<file path="config.mk">
export PLATFORM = sky130hd
export DESIGN_NAME = id_stage
export DESIGN_NICKNAME = d
export VERILOG_FILES = /design/src/rtl/cpu_pkg.sv /design/src/rtl/reg_file.sv /design/src/rtl/id_stage.sv
export SDC_FILE = /design/constraint.sdc
export NUM_CORES = 1
export LEC_CHECK = 0
export BUFFER_PORTS_ARGS = -buffer_cell sky130_fd_sc_hd__buf_2
export CORE_UTILIZATION = 40
export DETAILED_ROUTE_END_ITERATION = 10
export PLACE_DENSITY_LB_ADDON = 0.1
export SYNTH_ARGS = -nofsm -noshare
export SYNTH_HDL_FRONTEND = slang
export SYNTH_SLANG_ARGS = --single-unit
</file>
<file path="constraint.sdc">
create_clock -name clk -period 2.3 [get_ports clk]
set_input_delay 0.345 -clock clk [delete_from_list [all_inputs] [get_ports clk]]
set_output_delay 0.345 -clock clk [all_outputs]
set_load 0.005 [all_outputs]
</file>
<file path="src/rtl/cpu_pkg.sv">
// Shared definitions for the 8-bit pipeline: opcodes, instruction fields, control bundle.
// Latency: n/a (types, constants and pure functions only).
// Backpressure: n/a.
package cpu_pkg;

  localparam int DATA_W = 8;
  localparam int ADDR_W = 8;
  localparam int NREG   = 4;
  localparam int REG_W  = 2;
  localparam int OP_W   = 3;
  localparam int INST_W = 8;

  // Instruction field positions
  localparam int OP_MSB   = 7;
  localparam int OP_LSB   = 5;
  localparam int RS_MSB   = 4;
  localparam int RS_LSB   = 3;
  localparam int RT_MSB   = 2;
  localparam int RT_LSB   = 1;
  localparam int IMM5_MSB = 4;
  localparam int IMM3_MSB = 2;
  localparam int JHI_LSB  = 5;  // pc bits kept in a jump target

  typedef enum logic [OP_W-1:0] {
    OP_ADD  = 3'b000,
    OP_SUB  = 3'b001,
    OP_ADDI = 3'b010,
    OP_LW   = 3'b011,
    OP_SW   = 3'b100,
    OP_BEQ  = 3'b101,
    OP_J    = 3'b110,
    OP_HALT = 3'b111
  } opcode_e;

  typedef struct packed {
    logic regwrite;
    logic memread;
    logic memwrite;
    logic branch;
    logic jump;
    logic halt;
  } ctrl_t;

  localparam int CTRL_W = $bits(ctrl_t);

  function automatic ctrl_t decode_ctrl(input opcode_e op);
    ctrl_t c;
    c = '0;
    case (op)
      OP_ADD, OP_SUB, OP_ADDI: c.regwrite = 1'b1;
      OP_LW: begin
        c.regwrite = 1'b1;
        c.memread  = 1'b1;
      end
      OP_SW:   c.memwrite = 1'b1;
      OP_BEQ:  c.branch   = 1'b1;
      OP_J:    c.jump     = 1'b1;
      OP_HALT: c.halt     = 1'b1;
      default: c = '0;
    endcase
    return c;
  endfunction

  // Ops whose rt field names a source register
  function automatic logic uses_rt(input opcode_e op);
    return (op == OP_ADD) || (op == OP_SUB) || (op == OP_SW) || (op == OP_BEQ);
  endfunction

  // Ops that carry a 3-bit signed immediate in [2:0]
  function automatic logic uses_imm3(input opcode_e op);
    return (op == OP_ADDI) || (op == OP_LW) || (op == OP_SW) || (op == OP_BEQ);
  endfunction

endpackage

</file>
<file path="src/rtl/reg_file.sv">
// 4x8 register file, r0 hard-wired to zero, two read ports with write-through bypass.
// Latency: reads combinational; write lands on the clock edge.
// Backpressure: none; a write is accepted every cycle i_we is high.
module reg_file
  import cpu_pkg::*;
(
  input  logic              clk,
  input  logic              rst_n,
  input  logic              i_we,
  input  logic [REG_W-1:0]  i_wr_addr,
  input  logic [DATA_W-1:0] i_wr_dat,
  input  logic [REG_W-1:0]  i_rd0_addr,
  output logic [DATA_W-1:0] o_rd0_dat,
  input  logic [REG_W-1:0]  i_rd1_addr,
  output logic [DATA_W-1:0] o_rd1_dat
);

  logic [DATA_W-1:0] r_mem [NREG];
  logic              w_byp0;
  logic              w_byp1;

  // Storage: clear on reset, otherwise write any register except r0
  always_ff @(posedge clk) begin
    if (!rst_n) begin
      for (int i = 0; i < NREG; i++) r_mem[i] <= '0;
    end else if (i_we && (i_wr_addr != '0)) begin
      r_mem[i_wr_addr] <= i_wr_dat;
    end
  end

  // A write in the same cycle is visible to the reader; r0 always reads zero
  assign w_byp0    = i_we && (i_wr_addr == i_rd0_addr);
  assign w_byp1    = i_we && (i_wr_addr == i_rd1_addr);
  assign o_rd0_dat = (i_rd0_addr == '0) ? '0 : (w_byp0 ? i_wr_dat : r_mem[i_rd0_addr]);
  assign o_rd1_dat = (i_rd1_addr == '0) ? '0 : (w_byp1 ? i_wr_dat : r_mem[i_rd1_addr]);

endmodule

</file>
<file path="src/rtl/id_stage.sv">
// Decode stage: IF/ID latch, field decode, register read, registered ID/EX bundle.
// Latency: instruction sampled at edge N is on ex_* after edge N+1.
// Backpressure: stall_if holds fetch on load-use hazard or after HALT; flush overrides stall.
module id_stage
  import cpu_pkg::*;
(
  input  logic              clk,
  input  logic              rst_n,
  input  logic [INST_W-1:0] inst_in,
  input  logic [ADDR_W-1:0] pc_in,
  input  logic              flush,
  input  logic              wb_we,
  input  logic [REG_W-1:0]  wb_rd,
  input  logic [DATA_W-1:0] wb_data,
  output logic              stall_if,
  output logic              ex_valid,
  output logic [OP_W-1:0]   ex_op,
  output logic [REG_W-1:0]  ex_rs,
  output logic [REG_W-1:0]  ex_rt,
  output logic [DATA_W-1:0] ex_a,
  output logic [DATA_W-1:0] ex_b,
  output logic [DATA_W-1:0] ex_imm,
  output logic [ADDR_W-1:0] ex_pc,
  output logic [ADDR_W-1:0] ex_jtarget,
  output logic              ex_regwrite,
  output logic              ex_memread,
  output logic              ex_memwrite,
  output logic              ex_branch,
  output logic              ex_jump,
  output logic              ex_halt
);

  // IF/ID register
  logic              r_ifid_vld;
  logic [INST_W-1:0] r_ifid_inst;
  logic [ADDR_W-1:0] r_ifid_pc;

  // ID/EX register
  logic              r_ex_vld;
  logic [OP_W-1:0]   r_ex_op;
  logic [REG_W-1:0]  r_ex_rs;
  logic [REG_W-1:0]  r_ex_rt;
  logic [DATA_W-1:0] r_ex_a;
  logic [DATA_W-1:0] r_ex_b;
  logic [DATA_W-1:0] r_ex_imm;
  logic [ADDR_W-1:0] r_ex_pc;
  logic [ADDR_W-1:0] r_ex_jt;
  ctrl_t             r_ex_ctrl;

  logic              r_halted;

  // Decode of the instruction sitting in IF/ID
  opcode_e           w_id_op;
  logic [REG_W-1:0]  w_id_rs;
  logic [REG_W-1:0]  w_id_rt;
  logic [DATA_W-1:0] w_id_imm;
  logic [ADDR_W-1:0] w_id_jt;
  ctrl_t             w_id_ctrl;
  logic [DATA_W-1:0] w_rs_dat;
  logic [DATA_W-1:0] w_rt_dat;
  logic              w_hazard;
  logic              w_hold;
  logic              w_issue;

  assign w_id_op   = opcode_e'(r_ifid_inst[OP_MSB:OP_LSB]);
  assign w_id_rs   = r_ifid_inst[RS_MSB:RS_LSB];
  assign w_id_rt   = r_ifid_inst[RT_MSB:RT_LSB];
  assign w_id_ctrl = decode_ctrl(w_id_op);
  assign w_id_imm  = uses_imm3(w_id_op)
                   ? {{(DATA_W-IMM3_MSB-1){r_ifid_inst[IMM3_MSB]}}, r_ifid_inst[IMM3_MSB:0]}
                   : '0;
  assign w_id_jt   = {r_ifid_pc[ADDR_W-1:JHI_LSB], r_ifid_inst[IMM5_MSB:0]};

  reg_file u_reg_file (
    .clk        (clk),
    .rst_n      (rst_n),
    .i_we       (wb_we),
    .i_wr_addr  (wb_rd),
    .i_wr_dat   (wb_data),
    .i_rd0_addr (w_id_rs),
    .o_rd0_dat  (w_rs_dat),
    .i_rd1_addr (w_id_rt),
    .o_rd1_dat  (w_rt_dat)
  );

  // A load in EX cannot forward in time to a dependent instruction in decode.
  // r0 is excluded because it never carries loaded data.
  assign w_hazard = r_ex_vld && r_ex_ctrl.memread && (r_ex_rs != '0) &&
                    ((r_ex_rs == w_id_rs) || ((r_ex_rs == w_id_rt) && uses_rt(w_id_op)));
  assign w_hold   = w_hazard || r_halted;
  assign stall_if = w_hold && !flush;
  assign w_issue  = r_ifid_vld && !flush && !w_hold;

  // IF/ID: follow fetch unless stalled; a flush kills whatever is being latched
  always_ff @(posedge clk) begin
    if (!rst_n) begin
      r_ifid_vld  <= 1'b0;
      r_ifid_inst <= '0;
      r_ifid_pc   <= '0;
    end else if (!stall_if) begin
      r_ifid_vld  <= !flush;
      r_ifid_inst <= inst_in;
      r_ifid_pc   <= pc_in;
    end
  end

  // ID/EX: issue the decoded instruction or insert an all-zero bubble
  always_ff @(posedge clk) begin
    if (!rst_n || !w_issue) begin
      r_ex_vld  <= 1'b0;
      r_ex_op   <= '0;
      r_ex_rs   <= '0;
      r_ex_rt   <= '0;
      r_ex_a    <= '0;
      r_ex_b    <= '0;
      r_ex_imm  <= '0;
      r_ex_pc   <= '0;
      r_ex_jt   <= '0;
      r_ex_ctrl <= '0;
    end else begin
      r_ex_vld  <= 1'b1;
      r_ex_op   <= w_id_op;
      r_ex_rs   <= w_id_rs;
      r_ex_rt   <= w_id_rt;
      r_ex_a    <= w_rs_dat;
      r_ex_b    <= w_rt_dat;
      r_ex_imm  <= w_id_imm;
      r_ex_pc   <= r_ifid_pc;
      r_ex_jt   <= w_id_jt;
      r_ex_ctrl <= w_id_ctrl;
    end
  end

  // Halted flag: set when HALT issues into EX, cleared only by reset
  always_ff @(posedge clk) begin
    if (!rst_n) begin
      r_halted <= 1'b0;
    end else if (w_issue && w_id_ctrl.halt) begin
      r_halted <= 1'b1;
    end
  end

  assign ex_valid    = r_ex_vld;
  assign ex_op       = r_ex_op;
  assign ex_rs       = r_ex_rs;
  assign ex_rt       = r_ex_rt;
  assign ex_a        = r_ex_a;
  assign ex_b        = r_ex_b;
  assign ex_imm      = r_ex_imm;
  assign ex_pc       = r_ex_pc;
  assign ex_jtarget  = r_ex_jt;
  assign ex_regwrite = r_ex_vld && r_ex_ctrl.regwrite;
  assign ex_memread  = r_ex_vld && r_ex_ctrl.memread;
  assign ex_memwrite = r_ex_vld && r_ex_ctrl.memwrite;
  assign ex_branch   = r_ex_vld && r_ex_ctrl.branch;
  assign ex_jump     = r_ex_vld && r_ex_ctrl.jump;
  assign ex_halt     = r_ex_vld && r_ex_ctrl.halt;

endmodule

</file>
==> reports/metrics.cfg <==
[floorplan]
pin_count = 85
die_x_um = 103
die_area_sq_mm = 0.0105
core-area_sq_mm = 0.00977
num_rows = 36
die_h_um = 103
start_util_pct = 41.4

[timing]
final-setup-viol-count = 0
worst_pin_slew_ns = 1.10
clock_skew_ns = 0.0134
fin_crit_ns = 2.18
slew_viol_final = 0
max_freq_mhz = 460
finalHoldViolCount = 0
fin_setup_tns_ns = 0
slew_headroom_pct = 26.5
fin_crit_sh_pct = 94.6
rsz0062_at_grt = no

[logic_synthesis]
synth_cell_type_count = 40
yosys-top-cells-area = dfxtp_1 (30%), edfxtp_1 (24%), mux4_2 (6.7%), and2_1 (4.9%), nand2_1 (4.0%)
syn_inst = 352
synth_top_area_share_pct = 29.7
ys_async_sr_fraction_pct = 0
synth.largest_area_cell = dfxtp_1
ys_seq_elements = 92
avgSynthCellArea_sq_um = 11.5
synth_edf_count = 32
synthFlopType = dfxtp_1
ys_seq_area_share_pct = 53.4
synth_area_sq_mm = 0.00405
yosysWarnings = 0

[setup_path]
worst_setup_path_end_kind = output pin
cp-startpoint = ex_rs[0]
path_depth = 4
crit_slowest_cell = dfxtp_1
cp_max_fo = 6
crit_end = stall_if
cp-start-kind = flop
crit_path_max_incr_delay_ns = 0.49
crit_chain = and4bb_1 -> a311oi_4 -> a211oi_4 -> buf_2
worst_ep_arrival_time_ns = 1.83
worstPathRequired_ns = 1.96
path_buf_inv = 1
r2r_start = ex_rs[0]
reg2regPathDepth = 4
r2r-end = ex_a[4]
crit_type = flop to output pin
cp_top_family = compound AO/OA/AOI/OAI gates
r2r_setup_slack_ns = 0.28

[global_routing]
grt_pass1_wl_um = 14300
grt_pass1_vias = 2680
grt_max_degree = 45
grt_usage_pct = 18.3
grt_antenna_before_repair = 0
gr-total-overflow = 0

[drt]
wl_um = 9190
drt_pass1_iterations = 4
viasPerCell = 5.07
post_drt_wl_per_cell_um = 16.3
num_vias = 2863
drtIter0Drc = 152
postRouteAntennaNets = 0
drc = 0

[run]
maxCapViolations = 0

[placed_design]
post-dp-hpwl_um = 6470
placed_area_sq_mm = 0.00453
io_buffer_count = 84
place_congestion = 0.835

[min_path]
min_delay_path_depth = 3
hold_class = primary input to flop

[run_status]
status = complete, no violations

[finish]
finish.net_count = 457
fillers = 931
final_area_sq_mm = 0.00475
area_growth_pct = 17.5
drive_gt1_share_pct = 28.9
insertedDiodeCount = 0

[pwr]
total_power_mw = 3.21
leakage_nw = 1.89
powerDensity_mw_per_mm2 = 675
ir_drop_mv = 0.328

[cts]
cts_root_buf = clkbuf_8
clk_pin_slew_ns = 0.09
cts_tree = built
htreeDepth = 3
cts_made_buffers = 9
insertion_delay_ns = 0.36
clock_path_buffers = 2
cts.sinks = 92

==> worst min-delay path by stage <==
stage / start / end / slack, ns
after floorplan: r_ifid_inst[0] / ex_imm[0] / 0.42
after global placement: r_ifid_pc[2] / r_ifid_pc[2] / 0.44
after detailed placement: r_ifid_inst[0] / ex_imm[0] / 0.45
after CTS: pc_in[6] / r_ifid_pc[6] / 0.20
after global routing: pc_in[4] / r_ifid_pc[4] / 0.22
final: pc_in[0] / r_ifid_pc[0] / 0.22
==> cells in the final DEF, fill, tap and decap left out, drive strengths merged, types with 2 or more instances in the layout <==
cell type	netlist	layout
a211oi	17	17
a21oi	1	2
and2	32	32
and4bb	2	2
buf	26	93
clkbuf	11	11
conb	1	8
dfxtp	60	60
edfxtp	32	32
inv	3	7
mux2i	16	16
mux4	16	16
nand2	43	43
nand3	17	17
nand3b	3	3
nor2	6	6
nor3	5	5
nor3b	17	17
nor4	4	4
o2111a	2	2
o2111ai	2	2
o211ai	3	3
o21ai	19	19
o22a	2	2
o22ai	2	2
xnor2	2	2
==> sequential cells by signal, summed over array words and instances (netlist names) <==
name and count:
ex_rs 1, ex_valid 1, ex_jtarget 3, r_ifid_vld 1, ex_imm 3, ex_rt 1
ex_pc 8, u_reg_file.r_mem 32, ex_b 8, r_ifid_pc 8, ex_op 3, r_ifid_inst 8
r_halted 1, r_ex_ctrl 6, ex_a 8
==> report_power, final <==
part / internal, mW / switching (mW)
registers: 1.75 / 0.0428
logic: 0.132 / 0.143
clock network: 0.571 / 0.566
==> Yosys cell counts (2+ instances only) <==
master,instances
dfxtp_1,60
nand2_1,43
and2_1,32
edfxtp_1,32
o21ai_0,19
a211oi_1,17
nand3_1,17
nor3b_1,17
mux2i_1,16
buf_4,14
mux4_2,12
clkbuf_1,11
buf_2,9
nor2_1,6
nor3_1,5
mux4_1,4
nor4_1,4
inv_1,3
nand3b_1,3
o211ai_1,3
o2111a_1,2
o2111ai_1,2
o22a_1,2
o22ai_1,2
xnor2_1,2
==> worst min-delay path: cells and delay by family <==
| kind | cells | cell delay, ns |
|---|---|---|
| buffers and inverters | 1 | 0.09 |
| multiplexers | 1 | 0.05 |
| AND/OR/NAND/NOR | 1 | 0.04 |
==> metrics by stage <==
stage | worst slack, ns | hold WS (ns) | std cells | util [%]
floorplan | 0.305 | 0.423 | 359 | -
global placement | 0.243 | 0.442 | 548 | 46.3
detailed placement | 0.128 | 0.446 | 548 | 46.3
CTS | 0.108 | 0.203 | 564 | 48.4
global route | 0.000573 | 0.216 | 565 | 48.6
finish | 0.124 | 0.216 | 565 | 48.6
==> what timing repair did <==
item / 4_1_cts / 5_1_grt
resized for setup: 0 / 1
setup buffers: 0 / 0
hold buffers: 0 / 0
endpoints found under the setup margin: 0 / 16
==> cells by family (layout without fill, tap and decap cells) <==
kind of cell / after synthesis / in the layout / synth area share [%]
and+or+nand+nor: 132 / 132 / 17.7
DFF: 92 / 92 / 53.4
other: 1 / 8 / 0.0926
muxes: 32 / 32 / 13.2
AOI/OAI and AO/OA: 52 / 53 / 9.21
xor gates and xnor gates: 3 / 3 / 0.649
buffers and inverters: 40 / 112 / 5.75
==> layer usage <==
metal	share of wire (%)	track usage (%)
met1	51	28.0
met2	43	25.3
met3	4.6	2.85
met4	1.2	7.91
met5	0	0
==> area by class of cell <==
| cell class | count | area (sq um) | share of cell area (%) |
|---|---|---|---|
| Sequential cell | 92 | 2160 | 45.5 |
| Multi-Input combinational cell | 228 | 1720 | 36.2 |
| Timing Repair Buffer | 93 | 488 | 10.3 |
| Tap cell | 133 | 166 | 3.50 |
| Clock buffer | 11 | 153 | 3.21 |
| Clock inverter | 5 | 55.1 | 1.16 |
| Inverter | 3 | 11.3 | 0.237 |
(Power assumes the default switching activity.)
